[src/rtl/neuron_spike_out_fifo_if.sv]
// rtl/neuron_spike_out_fifo_if.sv - Wishbone slave bus bundle for the spike output FIFO
//
// Purpose: groups the Wishbone classic signals used to reach the spike FIFO
//          register/frame window.
// Signals:
//   wbs_cyc_i, wbs_stb_i, wbs_we_i  cycle, strobe, write enable (master -> slave)
//   wbs_sel_i[3:0]                  byte selects               (master -> slave)
//   wbs_adr_i[31:0]                 byte address               (master -> slave)
//   wbs_dat_i[31:0]                 write data                 (master -> slave)
//   wbs_ack_o                       acknowledge                (slave -> master)
//   wbs_dat_o[31:0]                 read data                  (slave -> master)

interface neuron_spike_out_fifo_if;
    logic        wbs_cyc_i;
    logic        wbs_stb_i;
    logic        wbs_we_i;
    logic [3:0]  wbs_sel_i;
    logic [31:0] wbs_adr_i;
    logic [31:0] wbs_dat_i;
    logic        wbs_ack_o;
    logic [31:0] wbs_dat_o;

    modport master (
        output wbs_cyc_i, wbs_stb_i, wbs_we_i, wbs_sel_i, wbs_adr_i, wbs_dat_i,
        input  wbs_ack_o, wbs_dat_o
    );

    modport slave (
        input  wbs_cyc_i, wbs_stb_i, wbs_we_i, wbs_sel_i, wbs_adr_i, wbs_dat_i,
        output wbs_ack_o, wbs_dat_o
    );
endinterface

[src/rtl/neuron_spike_out_fifo.sv]
// rtl/neuron_spike_out_fifo.sv - frame-wide spike output FIFO with Wishbone readout
//
// Purpose: buffers up to DEPTH spike frames (NUM_NEURONS bits each) pushed by the
//          neuron core. Firmware reads the head frame word by word through a
//          Wishbone window and pops it through CTRL. Provides occupancy status,
//          sticky overflow, flush and a level interrupt.
// Ports:
//   wb_clk_i               clock, all logic on posedge
//   wb_rst_i               asynchronous active-high reset
//   wb                     Wishbone slave bundle (neuron_spike_out_fifo_if.slave)
//   external_spike_data_i  spike frame from core, bit n = neuron n
//   external_write_en_i    one-cycle push strobe
//   fifo_full_o            count == DEPTH
//   irq_o                  irq_en && count != 0
//
// Register map (offset from BASE_ADDR):
//   0x000..4*(WORDS-1)  FRAME window (RO), word k = head frame bits [32k+31:32k]
//   0x800               STATUS (RO): [CW-1:0] count, [16] empty, [17] full,
//                       [18] overflow, [24] irq_en
//   0x804               CTRL: wr bit0 pop, bit1 clear overflow, bit2 flush (sel[0]),
//                       bit8 irq_en (sel[1]); rd returns irq_en at bit8

module neuron_spike_out_fifo #(
    parameter logic [31:0] BASE_ADDR   = 32'h5000_0000,
    parameter int          NUM_NEURONS = 256,
    parameter int          DEPTH       = 4
) (
    input  logic                   wb_clk_i,
    input  logic                   wb_rst_i,
    neuron_spike_out_fifo_if.slave wb,
    input  logic [NUM_NEURONS-1:0] external_spike_data_i,
    input  logic                   external_write_en_i,
    output logic                   fifo_full_o,
    output logic                   irq_o
);

    localparam int WORDS = NUM_NEURONS / 32;
    localparam int CW    = $clog2(DEPTH + 1);
    localparam int PW    = $clog2(DEPTH);
    localparam int WIW   = (WORDS > 1) ? $clog2(WORDS) : 1;

    localparam logic [31:0] STATUS_OFS = 32'h0000_0800;
    localparam logic [31:0] CTRL_OFS   = 32'h0000_0804;
    localparam logic [31:0] FRAME_END  = 32'(4 * WORDS);

    // Frame storage (deliberately not reset)
    logic [NUM_NEURONS-1:0] mem [DEPTH];

    logic [PW-1:0] rd_ptr;
    logic [PW-1:0] wr_ptr;
    logic [CW-1:0] count;
    logic          overflow;
    logic          irq_en;

    logic          empty;
    logic          full;

    // Bus decode
    logic [31:0]   offset;
    logic          req;
    logic          frame_hit;
    logic          status_hit;
    logic          ctrl_hit;
    logic [WIW-1:0] word_idx;

    logic [NUM_NEURONS-1:0] head;
    logic [NUM_NEURONS-1:0] head_sh;
    logic [31:0]   status_word;
    logic [31:0]   rdata;

    // Control decode
    logic          ctrl_wr;
    logic          pop_req;
    logic          clr_ovf;
    logic          flush;
    logic          irq_wr;

    // FIFO actions for this cycle
    logic          do_pop;
    logic          do_push;
    logic          ovf_set;

    assign empty = (count == '0);
    assign full  = (count == CW'(DEPTH));

    assign fifo_full_o = full;
    assign irq_o       = irq_en && !empty;

    // A request is accepted only while ack is low, so every transfer produces
    // exactly one ack pulse and one side effect, even if stb is held high.
    assign req = wb.wbs_cyc_i && wb.wbs_stb_i && !wb.wbs_ack_o;

    assign offset     = wb.wbs_adr_i - BASE_ADDR;
    assign frame_hit  = (offset[1:0] == 2'b00) && (offset < FRAME_END);
    assign status_hit = (offset == STATUS_OFS);
    assign ctrl_hit   = (offset == CTRL_OFS);
    assign word_idx   = offset[WIW+1:2];

    // Head frame word select: shift the selected 32-bit word down to bit 0.
    assign head    = mem[rd_ptr];
    assign head_sh = head >> {word_idx, 5'd0};

    assign status_word = {7'd0, irq_en, 5'd0, overflow, full, empty,
                          {(16 - CW){1'b0}}, count};

    always_comb begin
        rdata = '0;
        if (frame_hit) begin
            if (!empty) begin
                rdata = head_sh[31:0];
            end
        end else if (status_hit) begin
            rdata = status_word;
        end else if (ctrl_hit) begin
            rdata = {23'd0, irq_en, 8'd0};
        end
    end

    assign ctrl_wr = req && wb.wbs_we_i && ctrl_hit;
    assign pop_req = ctrl_wr && wb.wbs_sel_i[0] && wb.wbs_dat_i[0];
    assign clr_ovf = ctrl_wr && wb.wbs_sel_i[0] && wb.wbs_dat_i[1];
    assign flush   = ctrl_wr && wb.wbs_sel_i[0] && wb.wbs_dat_i[2];
    assign irq_wr  = ctrl_wr && wb.wbs_sel_i[1];

    // Flush wins over everything: a coincident push is silently discarded.
    // A push into a full FIFO still lands when a pop frees the head slot in
    // the same cycle; a pop on an empty FIFO is ignored.
    assign do_pop  = pop_req && !flush && !empty;
    assign do_push = external_write_en_i && !flush && (!full || do_pop);
    assign ovf_set = external_write_en_i && !flush && full && !do_pop;

    // Bus response
    always_ff @(posedge wb_clk_i or posedge wb_rst_i) begin
        if (wb_rst_i) begin
            wb.wbs_ack_o <= 1'b0;
            wb.wbs_dat_o <= '0;
        end else begin
            wb.wbs_ack_o <= req;
            if (req) begin
                wb.wbs_dat_o <= rdata;
            end
        end
    end

    // FIFO bookkeeping
    always_ff @(posedge wb_clk_i or posedge wb_rst_i) begin
        if (wb_rst_i) begin
            rd_ptr <= '0;
            wr_ptr <= '0;
            count  <= '0;
        end else if (flush) begin
            rd_ptr <= '0;
            wr_ptr <= '0;
            count  <= '0;
        end else begin
            if (do_pop) begin
                rd_ptr <= rd_ptr + PW'(1);
            end
            if (do_push) begin
                wr_ptr <= wr_ptr + PW'(1);
            end
            case ({do_push, do_pop})
                2'b10:   count <= count + CW'(1);
                2'b01:   count <= count - CW'(1);
                default: count <= count;
            endcase
        end
    end

    // Sticky overflow; a new overflow beats a coincident clear.
    always_ff @(posedge wb_clk_i or posedge wb_rst_i) begin
        if (wb_rst_i) begin
            overflow <= 1'b0;
        end else if (ovf_set) begin
            overflow <= 1'b1;
        end else if (clr_ovf) begin
            overflow <= 1'b0;
        end
    end

    always_ff @(posedge wb_clk_i or posedge wb_rst_i) begin
        if (wb_rst_i) begin
            irq_en <= 1'b0;
        end else if (irq_wr) begin
            irq_en <= wb.wbs_dat_i[8];
        end
    end

    always_ff @(posedge wb_clk_i) begin
        if (do_push) begin
            mem[wr_ptr] <= external_spike_data_i;
        end
    end

    // Write-data and byte-select bits with no register behind them.
    logic unused_bits;
    assign unused_bits = &{1'b0, wb.wbs_sel_i[3:2], wb.wbs_dat_i[31:9], wb.wbs_dat_i[7:3]};

endmodule

[src/flat_wrapper.sv]
// flat-port wrapper written by rule: the top's interface ports become plain ports
module neuron_spike_out_fifo_flat 
#(
    parameter logic [31:0] BASE_ADDR   = 32'h5000_0000,
    parameter int          NUM_NEURONS = 256,
    parameter int          DEPTH       = 4
)
  (wb_clk_i, wb_rst_i, external_spike_data_i, external_write_en_i, fifo_full_o, irq_o, wb_wbs_cyc_i, wb_wbs_stb_i, wb_wbs_we_i, wb_wbs_sel_i, wb_wbs_adr_i, wb_wbs_dat_i, wb_wbs_ack_o, wb_wbs_dat_o);
  neuron_spike_out_fifo_if wb_i ();
  input  logic wb_clk_i;
  input  logic wb_rst_i;
  input  logic [NUM_NEURONS-1:0] external_spike_data_i;
  input  logic external_write_en_i;
  output logic fifo_full_o;
  output logic irq_o;
  input wire logic [$bits(wb_i.wbs_cyc_i)-1:0] wb_wbs_cyc_i;
  input wire logic [$bits(wb_i.wbs_stb_i)-1:0] wb_wbs_stb_i;
  input wire logic [$bits(wb_i.wbs_we_i)-1:0] wb_wbs_we_i;
  input wire logic [$bits(wb_i.wbs_sel_i)-1:0] wb_wbs_sel_i;
  input wire logic [$bits(wb_i.wbs_adr_i)-1:0] wb_wbs_adr_i;
  input wire logic [$bits(wb_i.wbs_dat_i)-1:0] wb_wbs_dat_i;
  output wire logic [$bits(wb_i.wbs_ack_o)-1:0] wb_wbs_ack_o;
  output wire logic [$bits(wb_i.wbs_dat_o)-1:0] wb_wbs_dat_o;
  assign wb_i.wbs_cyc_i = wb_wbs_cyc_i;
  assign wb_i.wbs_stb_i = wb_wbs_stb_i;
  assign wb_i.wbs_we_i = wb_wbs_we_i;
  assign wb_i.wbs_sel_i = wb_wbs_sel_i;
  assign wb_i.wbs_adr_i = wb_wbs_adr_i;
  assign wb_i.wbs_dat_i = wb_wbs_dat_i;
  assign wb_wbs_ack_o = wb_i.wbs_ack_o;
  assign wb_wbs_dat_o = wb_i.wbs_dat_o;
  neuron_spike_out_fifo #(.BASE_ADDR(BASE_ADDR), .NUM_NEURONS(NUM_NEURONS), .DEPTH(DEPTH)) u_core (.wb_clk_i(wb_clk_i), .wb_rst_i(wb_rst_i), .wb(wb_i), .external_spike_data_i(external_spike_data_i), .external_write_en_i(external_write_en_i), .fifo_full_o(fifo_full_o), .irq_o(irq_o));
endmodule
[config.mk]
export PLATFORM = sky130hd
export DESIGN_NAME = neuron_spike_out_fifo_flat
export DESIGN_NICKNAME = d
export VERILOG_FILES = /design/src/rtl/neuron_spike_out_fifo_if.sv /design/src/rtl/neuron_spike_out_fifo.sv /design/src/flat_wrapper.sv
export SDC_FILE = /design/constraint.sdc
export NUM_CORES = 1
export LEC_CHECK = 0
export CAP_MARGIN = 20
export CORE_MARGIN = 2
export CORE_UTILIZATION = 50
export CTS_CLUSTER_SIZE = 30
export DETAILED_ROUTE_END_ITERATION = 10
export PLACE_DENSITY = 0.71
export SLEW_MARGIN = 20
export SYNTH_ARGS = -nofsm -noshare
export SYNTH_HDL_FRONTEND = slang
export SYNTH_SLANG_ARGS = --single-unit
export TNS_END_PERCENT = 5
[constraint.sdc]
create_clock -name wb_clk_i -period 59.9 [get_ports wb_clk_i]
set_input_delay 8.985 -clock wb_clk_i [delete_from_list [all_inputs] [get_ports wb_clk_i]]
set_output_delay 8.985 -clock wb_clk_i [all_outputs]
set_load 0.01 [all_outputs]
==> impl_results.md <==
* Sw Share at a little under a quarter
* Relative slew slack at 12.12%
* Slowest CP cell: nor3b_1
* IO Count at 365
* GRT overflow at 0
* Total negative slack at 0 ps
* Core Area at 0.08055 mm2
* Synth Register Bits at between 1000 and 1500
* Via density at 5.994
* Worst-path cell chain: clkdlybuf4s50_1 > nor3b_1 > and4bb_2 > o21ai_0 > nor3b_2 > buf_4 > buf_4
* Root Buffer: clkbuf_16
* Fin crit period at 13260 ps
* Die boundary height at 289.3 um
* First-pass DRT Iterations at 5
* Pwr/cell area at 38.46 mW/mm2
* Crit path launch type: primary input
* Register area share after synthesis at a little under 80%
* Mapped Nets at 2199
* Syn Area/Cell at 21.84 um2
* Design Area, Final at 0.04873 mm2
* Via count at between 20000 and 25000
* Top achievable clock speed at 0.07539 GHz
* CTS hold repair buffers at 0
* Seq. cell area at 0.03181 mm2
* Run status: completed
* Hold_ws at ~480 ps
* CTS resizes at 0
* H-tree Lvls at 3
* Synth cell types at 52
* First-pass GRT wire length at 139.4 mm
* GRT busiest layer: met2
* Internal Power at roughly 1.4 mW
* Synth warnings at 0
* Met2 usage at 37.52%
* Worst path max stage delay at ~840 ps
* All-Layer GR Usage at between 20% and 30%
* Worst-Margin Slew at 1318 ps
* Final RePlAce weighted congestion at 0.7979
* Hold crit path type: reg2reg
* Syn Std Cell Area at 0.04069 mm2
* # setup viols final at 0
* Synth async-reset ratio at about 3.9%
* Cell with the most instances after synthesis: edfxtp_1
* Grt met1 use at 29.75%
* CTS tree: done
* Share of the synthesized area in the top cell type at 75.57%
* Clock power frac at roughly a third
* Worst VDD drop at 0.03664 mV
* Sw Pwr at 0.4417 mW
* Leakage at 16.62 nW
* Fin. Hold Viols at 0
* Die area at 0.08367 mm2
* CP delay by family, top: buffers and inverters
* Crit Path Max Fanout at 61
* CP bufs+invs at 3
* Worst Skew at ~21 ps
* Final core utilization at 60.50%
* Type of the worst setup path: in2reg
* Final HPWL DP at between 50 and 60 mm
* Post-CTS setup buffer count at 0
* Reg2Reg Setup Slack at between 50000 and 60000 ps
* Largest area contributor in the netlist: edfxtp_1
* Worst-Skew Late Latency at 670 ps
* Area Growth Syn to Fin at 19.76%
* Final WL at 97.84 mm
* Final Slew Violations at 0
* Max cap viols at 0
* Post-synth top cells: edfxtp_1, mux4_2, mux2i_1
* Final Cycle Share at 22.14%
* M3 GR Usage at ~7.4%
* Iteration-0 DRC count of the detailed router at 1810
* Wire length per cell at 28.77 um
* Mapped Cells at 1863
* Clock transition at the registers of the reported paths at 60 ps
* Placed Area at 0.04516 mm2
* CTS Buffer Depth at 3
* Fin nets at 2570
* Initial Utilization at 50.51%
* WP data arrival at 13550 ps
* Filler cells at approximately 5600
* Combinational power share at 10.9%
* Multi-input gate area at 0.008335 mm2
* Ranking of synthesized cells by area: edfxtp_1, mux4_2, mux2i_1
* Worst path most repeated cell: buf_4
* Clk sink count at 1066
* DIE WIDTH at 289.3 um
* Largest net degree at the start of global routing at about 150
* Layout cells sized above 1 at a little under a fifth
* CTS buffer count at 105
* Main synth FF type: edfxtp_1
* Worst EP required at 60190 ps
* Initial antenna violation count at 34
* Std cell rows at between 100 and 150
* Vias in the first global route at 21134
* Number of synthesized flops with an enable pin at 1024
* DRC at 0
* CP Capture Type: register
* Sequential Power Share at 53.8%
* Total power at around 1.9 mW
* Antenna-violating nets left at 0
* Port bufs at around 330
* RSZ-0062 raised after global routing: no
-- routing by layer --
metal  wire length [um]  part of all wire, %
met1              37320                   38
met2              48040                   49
met3               9482                  9.7
met4               2782                  2.8
met5                213                 0.22
-- flip-flops by register name, indices dropped and copies added, names as in the netlist --
| signal | flops |
|---|---|
| u_core.irq_en | 1 |
| u_core.wr_ptr | 2 |
| u_core.rd_ptr | 2 |
| u_core.overflow | 1 |
| u_core.mem | 1024 |
| u_core.count | 3 |
| u_core.wb.wbs_dat_o | 32 |
| u_core.wb.wbs_ack_o | 1 |
-- worst min-delay path: stages (launching register included) --
cell and delay, ps:
dfrtp_1 340, nand2_1 40, o21ai_0 60
-- final cells by class --
cell class                 instances  share of cell area (%)
tap                             1060                   2.722
antenna                           16                 0.08217
multi-input combinational        683                   17.11
sequential                      1066                   65.28
clock buffer                     126                   5.677
inverter                           7                 0.05392
timing repair buffer             371                   7.523
clock inverter                    72                   1.559
-- worst paths after layout --
path / start / to / depth (start not counted)
setup / recovery: wb_wbs_dat_i[2] / u_core.mem[1][228] / 7
hold / removal: u_core.wb.wbs_dat_o[25] / u_core.wb.wbs_dat_o[25] / 2
setup reg to reg: u_core.count[0] / u_core.mem[1][228] / 8
hold reg to reg: u_core.wb.wbs_dat_o[25] / u_core.wb.wbs_dat_o[25] / 2
max in group asynchronous: wb_rst_i / u_core.rd_ptr[0] / 3
min in group asynchronous: wb_rst_i / u_core.wb.wbs_dat_o[11] / 3
-- kinds of logic after synthesis --
family | after synthesis | share of synthesized area, %
AO/OA/AOI/OAI | 249 | 4.625
XOR/XNOR | 3 | 0.06459
adder cells (fa/ha/maj) | 6 | 0.2030
buffers and inverters | 114 | 1.519
flip-flops | 1066 | 78.16
multiplexers | 327 | 13.99
AND/OR/NAND/NOR | 98 | 1.445
-- per-stage QoR --
step | instances | setup WS, ps
5_1_grt | 3393 | 46300
6_report | 3401 | 46640
3_5_place_dp | 3187 | 45930
2_1_floorplan | 1863 | 30110
3_3_place_gp | 3187 | 46040
4_1_cts | 3385 | 46630
-- placed cells by master, fill, tap and decap left out, drive strengths merged, types with 6 or more instances in the layout --
cell type,instances
a2111oi,11
a211o,8
a211oi,36
a21oi,25
a22o,45
a22oi,36
buf,39
bufinv,12
clkbuf,126
clkdlybuf4s50,332
clkinv,47
clkinvlp,8
dfrtp,42
diode,16
edfxtp,1024
inv,12
mux2i,132
mux4,193
nand2,33
nand4,6
nor2,8
nor4,14
o21ai,10
o221ai,31
o22ai,32
o31ai,11
-- power groups by stage --
stage               clock network, mW  logic, mW  registers, mW
global route                    0.703      0.219           1.02
CTS                             0.675      0.209           1.01
global placement                    0      0.204           1.01
finish                          0.662      0.204           1.01
detailed placement                  0      0.208           1.02
floorplan                           0      0.116           1.11
Note: power is estimated with default switching activity, not from simulation.
